==> src/rtl/ddr_test_sequencer.sv <==
`default_nettype none
// ============================================================================
// Module   : ddr_test_sequencer
// Purpose  : Traffic generator / checker for a DDR3 controller user (app_*)
//            interface. After calibration it writes an address-derived
//            pattern over a region, reads it back and checks it in order,
//            then repeats (LOOP=1) or stops in DONE (LOOP=0).
// Ports    : clk_x1, rst_n (sync, active-low)     - user clock / reset
//            init_calib_complete                  - controller calibrated
//            app_rdy / app_wdf_rdy                - command / data accept
//            app_rd_data_valid / app_rd_data      - read return
//            app_en, app_cmd, app_addr            - command channel
//            app_wdf_wren, app_wdf_end, app_wdf_data - write data channel
//            init_calib_complete_d, error, error_cnt, pass_cnt,
//            test_done, led                       - status
//            timeout                              - only with the macro
// Options  : DDR_TEST_TIMEOUT_EN adds a 32-bit inactivity watchdog with
//            limit TIMEOUT_CYC and a sticky 'timeout' output.
// Revision : 1.0 - initial release
// ============================================================================
module ddr_test_sequencer #(
    parameter int          ADDR_WIDTH  = 29,
    parameter int          DATA_WIDTH  = 256,
    parameter int unsigned START_ADDR  = 0,
    parameter int unsigned ADDR_STEP   = 8,
    parameter int unsigned TEST_LEN    = 1024,
    parameter int          LOOP        = 1,
    parameter int unsigned TIMEOUT_CYC = 65535
) (
    input  logic                  clk_x1,
    input  logic                  rst_n,
    input  logic                  init_calib_complete,
    input  logic                  app_rdy,
    input  logic                  app_wdf_rdy,
    input  logic                  app_rd_data_valid,
    input  logic [DATA_WIDTH-1:0] app_rd_data,
    output logic                  app_en,
    output logic [2:0]            app_cmd,
    output logic [ADDR_WIDTH-1:0] app_addr,
    output logic                  app_wdf_wren,
    output logic                  app_wdf_end,
    output logic [DATA_WIDTH-1:0] app_wdf_data,
    output logic                  init_calib_complete_d,
    output logic                  error,
    output logic [15:0]           error_cnt,
    output logic [15:0]           pass_cnt,
    output logic                  test_done,
`ifdef DDR_TEST_TIMEOUT_EN
    output logic                  timeout,
`endif
    output logic                  led
);

    localparam int                  c_LANES = DATA_WIDTH / 32;
    localparam int                  c_CNT_W = 25;   // holds TEST_LEN up to 2^24
    localparam logic [c_CNT_W-1:0]  c_LEN   = c_CNT_W'(TEST_LEN);
    localparam logic [c_CNT_W-1:0]  c_LAST  = c_CNT_W'(TEST_LEN - 1);
    localparam logic [ADDR_WIDTH-1:0] c_START = ADDR_WIDTH'(START_ADDR);
    localparam logic [ADDR_WIDTH-1:0] c_STEP  = ADDR_WIDTH'(ADDR_STEP);
    localparam logic [2:0]          c_CMD_WR = 3'b000;
    localparam logic [2:0]          c_CMD_RD = 3'b001;

    typedef enum logic [2:0] {
        S_IDLE    = 3'd0,
        S_WRITE   = 3'd1,
        S_READ    = 3'd2,
        S_WAIT_RD = 3'd3,
        S_DONE    = 3'd4
    } state_t;

    state_t r_state, w_state_next;

    logic                  r_app_en, r_app_wdf_wren, r_init_d, r_error, r_test_done, r_led;
    logic [2:0]            r_app_cmd;
    logic [ADDR_WIDTH-1:0] r_app_addr;
    logic [DATA_WIDTH-1:0] r_app_wdf_data;
    logic [15:0]           r_error_cnt, r_pass_cnt;
    logic [c_CNT_W-1:0]    r_cmd_cnt, r_wd_cnt, r_rd_cnt;

    logic w_cmd_acc, w_wd_acc, w_cmd_fin, w_wd_fin, w_active, w_rd_phase;
    logic w_mismatch, w_cal_lost, w_pass_done, w_inv_next, w_enter_wr, w_enter_rd;
    logic w_timeout_hit;

    // Lane k of burst i is {i[23:0], k[7:0]}; odd passes use the inverse.
    function automatic logic [DATA_WIDTH-1:0] f_pattern(input logic [23:0] idx,
                                                        input logic        inv);
        logic [DATA_WIDTH-1:0] v;
        v = '0;
        for (int k = 0; k < c_LANES; k++) begin
            v[k*32 +: 32] = {idx, 8'(k)};
        end
        return inv ? ~v : v;
    endfunction

    assign w_cmd_acc  = r_app_en & app_rdy;
    assign w_wd_acc   = r_app_wdf_wren & app_wdf_rdy;
    // A stream is finished once it has deasserted or its last beat goes now.
    assign w_cmd_fin  = ~r_app_en | (w_cmd_acc & (r_cmd_cnt == c_LAST));
    assign w_wd_fin   = ~r_app_wdf_wren | (w_wd_acc & (r_wd_cnt == c_LAST));
    assign w_active   = (r_state == S_WRITE) | (r_state == S_READ) | (r_state == S_WAIT_RD);
    assign w_rd_phase = (r_state == S_READ) | (r_state == S_WAIT_RD);
    assign w_cal_lost = w_active & ~r_init_d;
    // Returns outside the read phase are stray and always count as errors.
    assign w_mismatch = app_rd_data_valid &
                        (~w_rd_phase |
                         (app_rd_data != f_pattern(r_rd_cnt[23:0], r_pass_cnt[0])));
    assign w_pass_done = (r_state == S_WAIT_RD) & (r_rd_cnt == c_LEN);
    // The first write beat of a new pass must already use the new polarity.
    assign w_inv_next  = r_pass_cnt[0] ^ w_pass_done;
    assign w_enter_wr  = (w_state_next == S_WRITE) & (r_state != S_WRITE);
    assign w_enter_rd  = (w_state_next == S_READ) & (r_state == S_WRITE);

`ifdef DDR_TEST_TIMEOUT_EN
    logic [31:0] r_wdog;
    logic        r_timeout;
    logic        w_activity;

    assign w_activity    = w_cmd_acc | w_wd_acc | app_rd_data_valid;
    assign w_timeout_hit = w_active & ~w_activity & (r_wdog == 32'(TIMEOUT_CYC - 1));
    assign timeout       = r_timeout;

    always_ff @(posedge clk_x1) begin
        if (!rst_n) begin
            r_wdog    <= '0;
            r_timeout <= 1'b0;
        end else begin
            if (w_active && !w_activity) begin
                r_wdog <= r_wdog + 32'd1;
            end else begin
                r_wdog <= '0;
            end
            if (w_timeout_hit) begin
                r_timeout <= 1'b1;
            end
        end
    end
`else
    assign w_timeout_hit = 1'b0;
`endif

    always_ff @(posedge clk_x1) begin
        if (!rst_n) begin
            r_state <= S_IDLE;
        end else begin
            r_state <= w_state_next;
        end
    end

    always_comb begin
        w_state_next = r_state;
        case (r_state)
            S_IDLE:    if (r_init_d) w_state_next = S_WRITE;
            S_WRITE:   if (w_cmd_fin && w_wd_fin) w_state_next = S_READ;
            S_READ:    if (w_cmd_acc && (r_cmd_cnt == c_LAST)) w_state_next = S_WAIT_RD;
            S_WAIT_RD: if (w_pass_done) w_state_next = (LOOP != 0) ? S_WRITE : S_DONE;
            S_DONE:    w_state_next = S_DONE;
            default:   w_state_next = S_IDLE;
        endcase
        if (w_cal_lost)    w_state_next = S_IDLE;
        if (w_timeout_hit) w_state_next = S_DONE;
    end

    always_ff @(posedge clk_x1) begin
        if (!rst_n) begin
            r_app_en       <= 1'b0;
            r_app_cmd      <= 3'b000;
            r_app_addr     <= '0;
            r_app_wdf_wren <= 1'b0;
            r_app_wdf_data <= '0;
            r_init_d       <= 1'b0;
            r_error        <= 1'b0;
            r_error_cnt    <= '0;
            r_pass_cnt     <= '0;
            r_test_done    <= 1'b0;
            r_led          <= 1'b0;
            r_cmd_cnt      <= '0;
            r_wd_cnt       <= '0;
            r_rd_cnt       <= '0;
        end else begin
            r_init_d    <= init_calib_complete;
            r_test_done <= (w_state_next == S_DONE);

            if (w_rd_phase && app_rd_data_valid) begin
                r_rd_cnt <= r_rd_cnt + 1'b1;
            end

            if (w_enter_wr) begin
                r_app_en       <= 1'b1;
                r_app_cmd      <= c_CMD_WR;
                r_app_addr     <= c_START;
                r_app_wdf_wren <= 1'b1;
                r_app_wdf_data <= f_pattern(24'd0, w_inv_next);
                r_cmd_cnt      <= '0;
                r_wd_cnt       <= '0;
                r_rd_cnt       <= '0;
            end else if (w_enter_rd) begin
                r_app_en       <= 1'b1;
                r_app_cmd      <= c_CMD_RD;
                r_app_addr     <= c_START;
                r_app_wdf_wren <= 1'b0;
                r_cmd_cnt      <= '0;
            end else if ((w_state_next == S_IDLE) || (w_state_next == S_DONE)) begin
                r_app_en       <= 1'b0;
                r_app_wdf_wren <= 1'b0;
            end else begin
                // Command and data streams advance independently.
                if (w_cmd_acc) begin
                    r_cmd_cnt <= r_cmd_cnt + 1'b1;
                    if (r_cmd_cnt == c_LAST) begin
                        r_app_en <= 1'b0;
                    end else begin
                        r_app_addr <= r_app_addr + c_STEP;
                    end
                end
                if (w_wd_acc) begin
                    r_wd_cnt <= r_wd_cnt + 1'b1;
                    if (r_wd_cnt == c_LAST) begin
                        r_app_wdf_wren <= 1'b0;
                    end else begin
                        r_app_wdf_data <= f_pattern(r_wd_cnt[23:0] + 24'd1, r_pass_cnt[0]);
                    end
                end
            end

            if (w_mismatch || w_timeout_hit) begin
                r_error <= 1'b1;
                if (r_error_cnt != 16'hFFFF) begin
                    r_error_cnt <= r_error_cnt + 16'd1;
                end
            end

            if (w_pass_done) begin
                r_pass_cnt <= r_pass_cnt + 16'd1;
                if (!r_error) begin
                    r_led <= ~r_led;
                end
            end
            if (r_error) begin
                r_led <= 1'b0;
            end
        end
    end

    assign app_en                = r_app_en;
    assign app_cmd               = r_app_cmd;
    assign app_addr              = r_app_addr;
    assign app_wdf_wren          = r_app_wdf_wren;
    assign app_wdf_end           = r_app_wdf_wren;
    assign app_wdf_data          = r_app_wdf_data;
    assign init_calib_complete_d = r_init_d;
    assign error                 = r_error;
    assign error_cnt             = r_error_cnt;
    assign pass_cnt              = r_pass_cnt;
    assign test_done             = r_test_done;
    assign led                   = r_led;

endmodule
`default_nettype wire

==> config.mk <==
export PLATFORM = sky130hd
export DESIGN_NAME = ddr_test_sequencer
export DESIGN_NICKNAME = d
export VERILOG_FILES = /design/src/rtl/ddr_test_sequencer.sv
export SDC_FILE = /design/constraint.sdc
export NUM_CORES = 1
export LEC_CHECK = 0
export BUFFER_PORTS_ARGS = -buffer_cell sky130_fd_sc_hd__buf_4
export CAP_MARGIN = 15
export CORE_AREA = 4 4 228 230
export CTS_BUF_LIST = sky130_fd_sc_hd__clkbuf_4
export DETAILED_ROUTE_END_ITERATION = 16
export DIE_AREA = 0 0 232 234
export MAX_ROUTING_LAYER = met4
export PLACE_DENSITY_LB_ADDON = 0.12
export SLEW_MARGIN = 20
export SYNTH_ARGS = -nofsm -noshare
export SYNTH_HDL_FRONTEND = slang
export SYNTH_SLANG_ARGS = --single-unit
==> constraint.sdc <==
create_clock -name clk_x1 -period 4.1 [get_ports clk_x1]
set_clock_uncertainty 0.15 [all_clocks]
set_input_delay 0.82 -clock clk_x1 [delete_from_list [all_inputs] [get_ports clk_x1]]
set_output_delay 0.82 -clock clk_x1 [all_outputs]
set_load 0.02 [all_outputs]
==> results of run 1 <==
## registers in the layout (all words and copies together), names as in the netlist, 3 cells and up
name,count
app_addr,26
app_wdf_data,26
r_cmd_cnt,25
r_rd_cnt,25
r_wd_cnt,25
error_cnt,16
pass_cnt,16
r_state,3
## power breakdown
group | total (mW) | switching, mW | leakage (nW) | internal (mW)
sequential | 1.80 | 0.109 | 1.37 | 1.69
clock | 1.01 | 0.685 | 0.145 | 0.326
combinational | 1.61 | 0.926 | 5.81 | 0.688
total | 4.42 | 1.72 | 7.32 | 2.70
## final cells by class
cell class,instances,area [um^2],share of cell area [%]
Sequential cell,169,3390,19.4
Antenna cell,5,12.5,0.0715
Timing Repair Buffer,640,4840,27.7
Clock buffer,17,128,0.729
Tap cell,672,841,4.80
Inverter,50,188,1.07
Clock inverter,15,154,0.879
Multi-Input combinational cell,1300,7950,45.4
## cells in the mapped netlist (8+ instances only)
cell,count,share of area (%)
nand2_1,131,3.6
nor4_1,28,1.3
nor4b_1,8,0.51
a222oi_1,10,0.73
buf_4,245,13
nand2b_1,19,0.87
or3_1,25,1.1
dfxtp_1,169,25
clkbuf_1,36,0.98
xnor2_1,98,6.2
a221oi_1,12,0.77
nor3b_1,10,0.55
inv_1,46,1.3
nor2_1,226,6.2
xor2_1,102,6.5
o21ai_0,82,3.0
a211oi_1,13,0.71
o31ai_1,8,0.44
nand4_1,54,2.5
a31oi_1,17,0.77
a21oi_1,96,3.5
and4_1,9,0.57
nor2b_1,20,0.91
and2_1,9,0.41
nand3_1,77,2.8
o221ai_1,14,0.89
mux2i_1,10,0.73
nor3_1,31,1.1
nand4b_1,9,0.57
o2111ai_1,15,0.96
buf_2,45,1.6
or4_1,9,0.49
and3_1,33,1.5
o22ai_1,22,1.0
a2111oi_0,12,0.77
## critical path, stage by stage (launching register included)
cell	delay (ps)
dfxtp_1	1010
xnor2_1	290
a2111oi_0	440
nand4_1	150
o31ai_1	150
nand4_1	330
a2111oi_2	320
and3_1	290
buf_12	180
nor4b_1	80
mux2i_1	140
## cells by family after synthesis
family / share of synthesized area [%]
AO/OA/AOI/OAI: 17.2
XOR/XNOR: 12.8
flip-flops: 24.6
buffers and inverters: 17.7
other: 0.0273
adder cells (fa/ha/maj): 0.637
AND/OR/NAND/NOR: 26.1
multiplexers: 0.893
## per-layer routing
metal,up-vias,track usage [%]
met4,0,6.33
met2,669,35.5
met3,90,4.91
li1,6975,-
met1,6838,24.3
met5,-,-
## how the worst max path moves through the flow
stage,start,end,slack [ps],cells past startpoint
floorplan,app_rd_data[195],error_cnt[3],920,11
global placement,app_rd_data[68],error_cnt[3],170,11
detailed placement,app_rd_data[68],error_cnt[5],140,11
CTS,pass_cnt[0],error_cnt[7],490,12
global route,pass_cnt[0],error_cnt[13],190,12
finish,r_rd_cnt[11],error_cnt[3],470,10
## through the flow
stage | power, mW | cell area (um^2) | instances
floorplan | 2.95 | 13800 | 1853
global placement | 3.45 | 17200 | 2831
detailed placement | 3.46 | 17200 | 2831
CTS | 4.51 | 17500 | 2863
global route | 4.67 | 17500 | 2868
finish | 4.42 | 17500 | 2868
==> impl_metrics.csv, run 1 <==
group,metric,value,unit
drt,drt-total-wl,58800,um
timing,setup_viol,0,
global_routing,overflow,0,
timing,min_period,3630,ps
power,peakVddDrop,0.180,mV
clock_tree,clock-root-buffer,"clkbuf_4",
hold_path,holdPathStages,2,
timing,timing.final.crit_share,88.5,%
worst_setup_path,worstPathMaxFanout,24,
worst_setup_path,path_class,"register to register",
clock_tree,cts_resized,0,
clock_tree,clockBufferDepth,2,
floorplanning,core-area,49900,um^2
yosys,synth.distinct_cells,76,
worst_setup_path,worst_ep_required_time,4420,ps
clock_tree,clock_latency,580,ps
drt,drt_iter0_drc,914,
cells_and_area,nNetsFinal,2447,
worst_setup_path,rr_worst_depth,10,
cells_and_area,layout_commonest_cell,"buf_4",
clock_tree,cts_setup_buffers,0,
global_routing,grt_max_degree,71,
power,powerDensity,253,nW/um^2
floorplanning,num_rows,82,
power,p_leak,7.32,nW
cells_and_area,drive_gt1_share,31.7,%
place,io_buffers,583,
worst_setup_path,crit_arrival,3950,ps
global_routing,grt_pass1_vias,13700,
floorplanning,initial_core_util,27.6,%
yosys,async_flop_share,0,%
clock_tree,postCtsHoldBufs,0,
run_status,status,"finished, final reports clean",
drt,num_vias,14600,
drt,dr_wl_met3,5170,um
hold_path,hold_class,"input pin to register",
timing,rsz0062_at_grt,"no",
drt,wire_per_inst,20.5,um
timing,fin_ws,470,ps
worst_setup_path,r2r_end,"error_cnt[3]",
cells_and_area,syn2layout_area_growth,27.4,%
drt,m1WireLength,23200,um
worst_setup_path,endpoint_kind,"register",
global_routing,grt_first_pass_wirelength,84300,um
floorplanning,ios,589,
timing,fin_setup_tns,0,ps
drt,postRouteAntennaNets,0,
timing,hold_viol,0,
floorplanning,die-area,54300,um^2
yosys,synth_edf_count,0,
timing,max_slew_margin,33.1,%
clock_tree,htree_num_levels,4,
flow_run,drv_cap,0,
place,hpwlAfterDp,46900,um
cells_and_area,fill_cells,5369,
timing,whs,297,ps
drt,wl_met2,28800,um
yosys,synthesis.instances,1849,
place,pre_cts_slack,142,ps
hold_path,hp-start,"init_calib_complete",
timing,worst_slew_pin_slew,1000,ps
clock_tree,cts_buffers,17,
worst_setup_path,startpoint_type,"register",
cells_and_area,final_cell_mix,"buf_4 (637), nor2_1 (226), dfxtp_1 (168)",
worst_setup_path,rrSetupSlack,470,ps
clock_tree,cts_tree,"built",
yosys,ys_warn_count,0,
drt,highest_layer,"met4",
clock_tree,cts.sinks,169,
yosys,synth_area,13700,um^2
floorplanning,fp.dieW,232,um
global_routing,antenna_found_initial,5,
yosys,synth_ff_type,"dfxtp_1",
place,gp_congestion,0.983,
drt,drcViolationCount,0,
drt,routed_via_density,5.08,
drt,drt_pass1_iterations,5,
clock_tree,clk_pin_slew,160,ps
cells_and_area,final_util,35.1,%
worst_setup_path,timing.rr.start,"r_rd_cnt[11]",
yosys,postSynthAreaPerCell,7.43,um^2
hold_path,whs_endpoint,"init_calib_complete_d",
floorplanning,die_h,234,um
global_routing,grt_usage,20.7,%
timing,maxSlewViolCount,0,
timing,fmax,275,MHz
yosys,synth_seq_cells,169,
yosys,ys_seq_area_share,24.6,%
Note: power is estimated with default switching activity, not from simulation.
==> run 2, diff against run 1 <==
GPL_ROUTABILITY_DRIVEN = 0   (was unset)
HOLD_SLACK_MARGIN = 0.15   (was unset)
REMOVE_ABC_BUFFERS = 1   (was unset)
==> run 2 against run 1 <==
Effect of this change:
- worst hold slack worse by 33 ps
- combinational power about the same
- first-iteration DRC count rose by 40%
- die area did not move
- critical endpoint is now error_cnt[10]
==> impl_metrics.csv, run 2 (same netlist as run 1, synthesis figures left out) <==
group,metric,value,unit
clock_tree,cts_buffers,17,
power,power,4.42,mW
worst_setup_path,startpoint_type,"register",
global_routing,grt_usage,20.8,%
hold_path,hp-start,"init_calib_complete",
clock_tree,cts_tree,"built",
drt,drt_pass1_iterations,7,
cells_and_area,syn2layout_area_growth,27.5,%
cells_and_area,final_cell_mix,"buf_4 (639), nor2_1 (226), dfxtp_1 (168)",
place,pre_cts_slack,307,ps
global_routing,overflow,0,
place,io_buffers,583,
drt,postRouteAntennaNets,0,
timing,fin_setup_tns,0,ps
timing,fin_ws,470,ps
worst_setup_path,path_buf_inv,2,
power,swShare,39.0,%
cells_and_area,final_util,35.1,%
floorplanning,num_rows,82,
timing,timing.final.crit_share,88.5,%
clock_tree,cts_resized,0,
floorplanning,die-area,54300,um^2
clock_tree,clk_pin_slew,170,ps
cells_and_area,nNetsFinal,2449,
worst_setup_path,r2r_end,"error_cnt[10]",
global_routing,grt_pass1_vias,13600,
clock_tree,clockBufferDepth,2,
worst_setup_path,path_class,"register to register",
drt,drcViolationCount,0,
drt,wire_per_inst,20.5,um
timing,min_period,3630,ps
clock_tree,htree_num_levels,4,
power,p_int,2.69,mW
drt,num_vias,14600,
timing,worst_slew_pin_slew,827,ps
worst_setup_path,timing.rr.start,"r_rd_cnt[5]",
drt,drt_iter0_drc,1280,
clock_tree,postCtsHoldBufs,0,
floorplanning,die_h,234,um
floorplanning,core-area,49900,um^2
timing,rsz0062_at_grt,"no",
clock_tree,cts_setup_buffers,0,
worst_setup_path,crit_arrival,4030,ps
run_status,status,"finished, final reports clean",
worst_setup_path,worst_path_most_repeated_cell,"o2111ai_1",
worst_setup_path,slowest_stage,"dfxtp_1",
cells_and_area,final_cells,2876,
worst_setup_path,rrSetupSlack,470,ps
place,hpwlAfterDp,47000,um
power,power_frac_comb,36.8,%
worst_setup_path,rr_worst_depth,10,
cells_and_area,fill_cells,5426,
clock_tree,cts.sinks,169,
power,switchingPower,1.72,mW
floorplanning,ios,589,
power,clkPwrFrac,22.5,%
worst_setup_path,endpoint_kind,"register",
clock_tree,clock-root-buffer,"clkbuf_4",
timing,fmax,275,MHz
hold_path,whs_endpoint,"init_calib_complete_d",
hold_path,hold_class,"input pin to register",
flow_run,drv_cap,0,
worst_setup_path,worst_ep_required_time,4500,ps
timing,hold_viol,0,
power,p_leak,7.33,nW
worst_setup_path,worstPathMaxFanout,24,
clock_tree,clock_latency,630,ps
timing,maxSlewViolCount,0,
place,dp.cells,2833,
worst_setup_path,cp.depth,10,
worst_setup_path,path_cells,"inv_1 > o2111ai_1 > nor4_1 > a41o_1 > o2111ai_1 > a2111oi_2 > and3_1 > buf_12 > or4b_2 > a21oi_1",
worst_setup_path,cp_top_family,"compound AO/OA/AOI/OAI gates",
global_routing,grt_max_degree,53,
global_routing,grt_first_pass_wirelength,85000,um
hold_path,holdPathStages,2,
power,peakVddDrop,0.191,mV
global_routing,antenna_found_initial,9,
cells_and_area,layout_commonest_cell,"buf_4",
cells_and_area,drive_gt1_share,31.8,%
drt,routed_via_density,5.09,
floorplanning,initial_core_util,27.6,%
drt,drt-total-wl,59000,um
worst_setup_path,critPathMaxStageDelay,730,ps
floorplanning,fp.dieW,232,um
timing,setup_viol,0,
timing,max_slew_margin,44.8,%
power,seq_power_share,40.6,%
power,powerDensity,252,nW/um^2
==> run 2: worst max-delay path by stage <==
stage / from / endpoint
after floorplan: app_wdf_data[231] / app_wdf_data[231]
after global placement: app_rd_data[195] / error_cnt[10]
after detailed placement: app_rd_data[195] / error_cnt[3]
after CTS: r_rd_cnt[18] / error_cnt[0]
after global routing: pass_cnt[0] / error_cnt[5]
final: r_rd_cnt[5] / error_cnt[10]
==> run 2: layout make-up <==
cell class	instances	area, um^2	share of cell area, %
clock inverters	15	144	0.821
diodes	11	27.5	0.157
clock buffers	17	128	0.728
repair buffers	642	4860	27.7
flip-flops and latches	169	3390	19.3
multi-input cells	1300	7950	45.4
inverters	50	188	1.07
well taps	672	841	4.80
==> run 2: stage by stage <==
stage / instance area (um^2) / hold WS (ps)
floorplan: 11500 / 316
global placement: 17200 / 296
detailed placement: 17200 / 297
CTS: 17500 / 199
global route: 17500 / 180
finish: 17500 / 263
==> run 2: power by group through the flow <==
| stage | clock, mW | combinational (mW) | sequential, mW |
|---|---|---|---|
| floorplan | 0 | 0.263 | 2.25 |
| global placement | 0 | 1.63 | 1.83 |
| detailed placement | 0 | 1.64 | 1.83 |
| CTS | 1.05 | 1.64 | 1.80 |
| global route | 1.13 | 1.73 | 1.81 |
| finish | 0.995 | 1.63 | 1.79 |
==> run 2: per-layer routing <==
metal / GRT usage, % / share of wire (%) / vias up
met5: - / 0 / -
met4: 7.79 / 3.2 / 0
met3: 4.71 / 7.5 / 120
met2: 31.9 / 46 / 643
met1: 26.9 / 43 / 6884
li1: - / - / 6982
==> run 3, diff against run 2 <==
--- a/config.mk
+++ b/config.mk
@@ -6,14 +6,15 @@
 export NUM_CORES = 1
 export LEC_CHECK = 0
+export ABC_AREA = 1
 export BUFFER_PORTS_ARGS = -buffer_cell sky130_fd_sc_hd__buf_4
 export CAP_MARGIN = 15
-export CORE_AREA = 4 4 228 230
+export CORE_AREA = 4 4 226 228
 export CTS_BUF_LIST = sky130_fd_sc_hd__clkbuf_4
 export DETAILED_ROUTE_END_ITERATION = 16
-export DIE_AREA = 0 0 232 234
+export DIE_AREA = 0 0 230 232
 export GPL_ROUTABILITY_DRIVEN = 0
 export HOLD_SLACK_MARGIN = 0.15
 export MAX_ROUTING_LAYER = met4
-export PLACE_DENSITY_LB_ADDON = 0.12
+export PLACE_DENSITY = 0.54
 export REMOVE_ABC_BUFFERS = 1
 export SLEW_MARGIN = 20
--- a/constraint.sdc
+++ b/constraint.sdc
@@ -3,3 +3,3 @@
 set_input_delay 0.82 -clock clk_x1 [delete_from_list [all_inputs] [get_ports clk_x1]]
 set_output_delay 0.82 -clock clk_x1 [all_outputs]
-set_load 0.02 [all_outputs]
+set_load 0.01 [all_outputs]
==> run 3 against run 2 <==
Effect of this change:
- count of clock-buffer cells in the layout unchanged
- largest power group unchanged
- highest routed layer unchanged
- routed wire length decreased by 6.7%
- register-to-register slack improved by 220 ps
==> impl_metrics.csv, run 3 <==
group,metric,value,unit
floorplanning,core-area,48800,um^2
power,p_int,2.50,mW
timing,setup_viol,0,
clock_tree,htree_num_levels,4,
yosys,ys_warn_count,0,
power,peakVddDrop,0.160,mV
floorplanning,die-area,53400,um^2
cells_and_area,fill_cells,5443,
drt,num_vias,16000,
timing,rsz0062_at_grt,"no",
cells_and_area,final_cells,3449,
cells_and_area,layout_commonest_cell,"nand2_1",
timing,fmax,294,MHz
clock_tree,cts_buffers,17,
drt,routed_via_density,4.65,
global_routing,grt_usage,19.8,%
worst_setup_path,worst_path_most_repeated_cell,"nand2_1",
timing,timing.final.crit_share,83.1,%
yosys,synth_seq_cells,169,
cells_and_area,nNetsFinal,3039,
global_routing,overflow,0,
power,switchingPower,1.35,mW
place,dp.cells,3414,
timing,min_period,3410,ps
floorplanning,ios,589,
yosys,async_flop_share,0,%
power,powerDensity,213,nW/um^2
clock_tree,cts.sinks,169,
drt,drt_iter0_drc,1187,
yosys,synth_commonest_cells,"nand2_1 (757), nor2_1 (284), inv_1 (278)",
timing,max_slew_margin,56.2,%
power,clkPwrFrac,25.0,%
timing,hold_viol,0,
floorplanning,die_h,232,um
clock_tree,clock_latency,640,ps
timing,whs,350,ps
global_routing,grt_pass1_vias,15100,
global_routing,antenna_found_initial,2,
yosys,synth_edf_count,0,
global_routing,grt_max_degree,73,
cells_and_area,syn2layout_area_growth,24.1,%
timing,worst_slew_pin_slew,656,ps
power,p_leak,8.94,nW
place,hpwlAfterDp,44000,um
floorplanning,initial_core_util,29.9,%
drt,wire_per_inst,16.0,um
clock_tree,clockBufferDepth,2,
floorplanning,fp.dieW,230,um
power,power_frac_comb,29.1,%
yosys,synth_xor_area_share,6.60,%
flow_run,drv_cap,0,
worst_setup_path,endpoint_kind,"register",
worst_setup_path,worstPathMaxFanout,72,
floorplanning,num_rows,81,
drt,drcViolationCount,0,
yosys,postSynthAreaPerCell,5.97,um^2
drt,drt-total-wl,55100,um
clock_tree,clock-root-buffer,"clkbuf_4",
worst_setup_path,path_class,"register to register",
worst_setup_path,worst_ep_required_time,4500,ps
clock_tree,clk_pin_slew,150,ps
worst_setup_path,path_cells,"inv_6 > nand2_1 > nand2_1 > o21ai_0 > o21ai_1 > nor2_1 > nand2_1 > nor2_1 > nand3_1 > nor2_2 > nand3_4 > nand3_4 > nand2_1 > a21oi_1",
clock_tree,cts_setup_buffers,0,
yosys,synth.distinct_cells,42,
worst_setup_path,slowest_stage,"dfxtp_4",
global_routing,grt_first_pass_wirelength,82000,um
yosys,synth_top_family_by_area,"simple AND/OR/NAND/NOR gates",
yosys,synth-compound-area-share,6.92,%
yosys,synthesis.instances,2442,
drt,drt_pass1_iterations,6,
worst_setup_path,crit_arrival,3800,ps
hold_path,hold_class,"register to register",
yosys,yosys.area_share.simple,40.9,%
cells_and_area,final_cell_mix,"nand2_1 (757), buf_4 (596), nor2_1 (284)",
yosys,synth_area_leader_cell,"dfxtp_1",
yosys,synth_adder_area_share,0.600,%
clock_tree,cts_tree,"built",
run_status,status,"finished, final reports clean",
yosys,muxShareOfSynthArea,0,%
power,seq_power_share,45.8,%
yosys,synthTopCellsByArea,"dfxtp_1 (23%), nand2_1 (19%), buf_4 (13%), nor2_1 (7.3%), inv_1 (7.2%)",
yosys,ys_seq_area_share,23.2,%
yosys,synth_ff_type,"dfxtp_1",
timing,maxSlewViolCount,0,
worst_setup_path,critPathMaxStageDelay,600,ps
power,swShare,35.0,%
yosys,synth_top_area_share,23.2,%
drt,postRouteAntennaNets,0,
cells_and_area,drive_gt1_share,24.5,%
worst_setup_path,startpoint_type,"register",
place,io_buffers,583,
yosys,synth_area,14600,um^2
yosys,yosysMostFrequentCell,"nand2_1",
[run 3: cell types whose count changed after synthesis, moves of 25 or more]
cell,delta
nand2_1,+626
inv_1,+232
xnor2_1,-83
nor2_1,+58
nor3_1,+54
nand4_1,+42
and3_1,-25
buf_2,-25
[run 3: per-layer routing]
layer	wire [um]	track usage, %	vias to the layer above
met1	22100	23.0	7082
met5	0	-	-
li1	-	-	8102
met3	4090	2.93	107
met2	26700	34.5	750
met4	2090	7.64	0
[run 3: what timing repair did]
item / in CTS / in global routing
hold endpoints to repair: 1 / 0
hold buffers: 1 / 0
gates resized for setup: 0 / 0
[run 3: power by group through the flow]
stage	Combinational, mW	Sequential [mW]	Clock [mW]
global placement	1.12	1.80	0
detailed placement	1.13	1.80	0
global route	1.22	1.78	1.07
CTS	1.13	1.77	1.02
finish	1.12	1.77	0.963
floorplan	0.284	1.91	0
[run 3: kinds of logic (layout without fill, tap and decap cells)]
kind of cell | Yosys count | count (layout)
compound gates | 193 | 193
xor+xnor | 110 | 110
fa+ha+maj | 7 | 7
buf+inv | 575 | 912
flops | 169 | 169
other cells | 1 | 7
simple gates | 1387 | 1387
[run 3: worst paths after layout]
check | slack (ps) | startpoint | endpoint | depth (start not counted)
hold / removal | 350 | r_rd_cnt[24] | r_rd_cnt[24] | 2
setup / recovery | 690 | pass_cnt[0] | error_cnt[4] | 14
setup reg to reg | 690 | pass_cnt[0] | error_cnt[4] | 14
hold reg to reg | 350 | r_rd_cnt[24] | r_rd_cnt[24] | 2
[run 3: critical path, delay by kind of cell (launching register included)]
kind / cells / cell delay, ps
compound gates: 3 / 550
buf+inv: 1 / 290
flops: 1 / 600
simple gates: 10 / 1660
[run 3: metrics by stage]
step           util [%]  cell area (um^2)  TNS [ps]  worst slack, ps  total power, mW
2_1_floorplan         -             12500    -26140             -500             2.19
3_3_place_gp       36.5             17800         0              726             2.92
3_5_place_dp       36.5             17800         0              694             2.93
4_1_cts            37.0             18100         0              650             3.92
5_1_grt            37.1             18100         0              408             4.08
6_report           37.1             18100         0              695             3.85
[run 3: area by class of cell]
class                           count  area, um^2  area share [%]
Sequential cell                   169        3390            18.7
Clock inverter                     15         134           0.740
Tap cell                          664         831            4.59
Multi-Input combinational cell   1702        8050            44.5
Antenna cell                        2        5.00          0.0277
Inverter                          282        1060            5.88
Clock buffer                       17         128           0.705
Timing Repair Buffer              598        4500            24.9
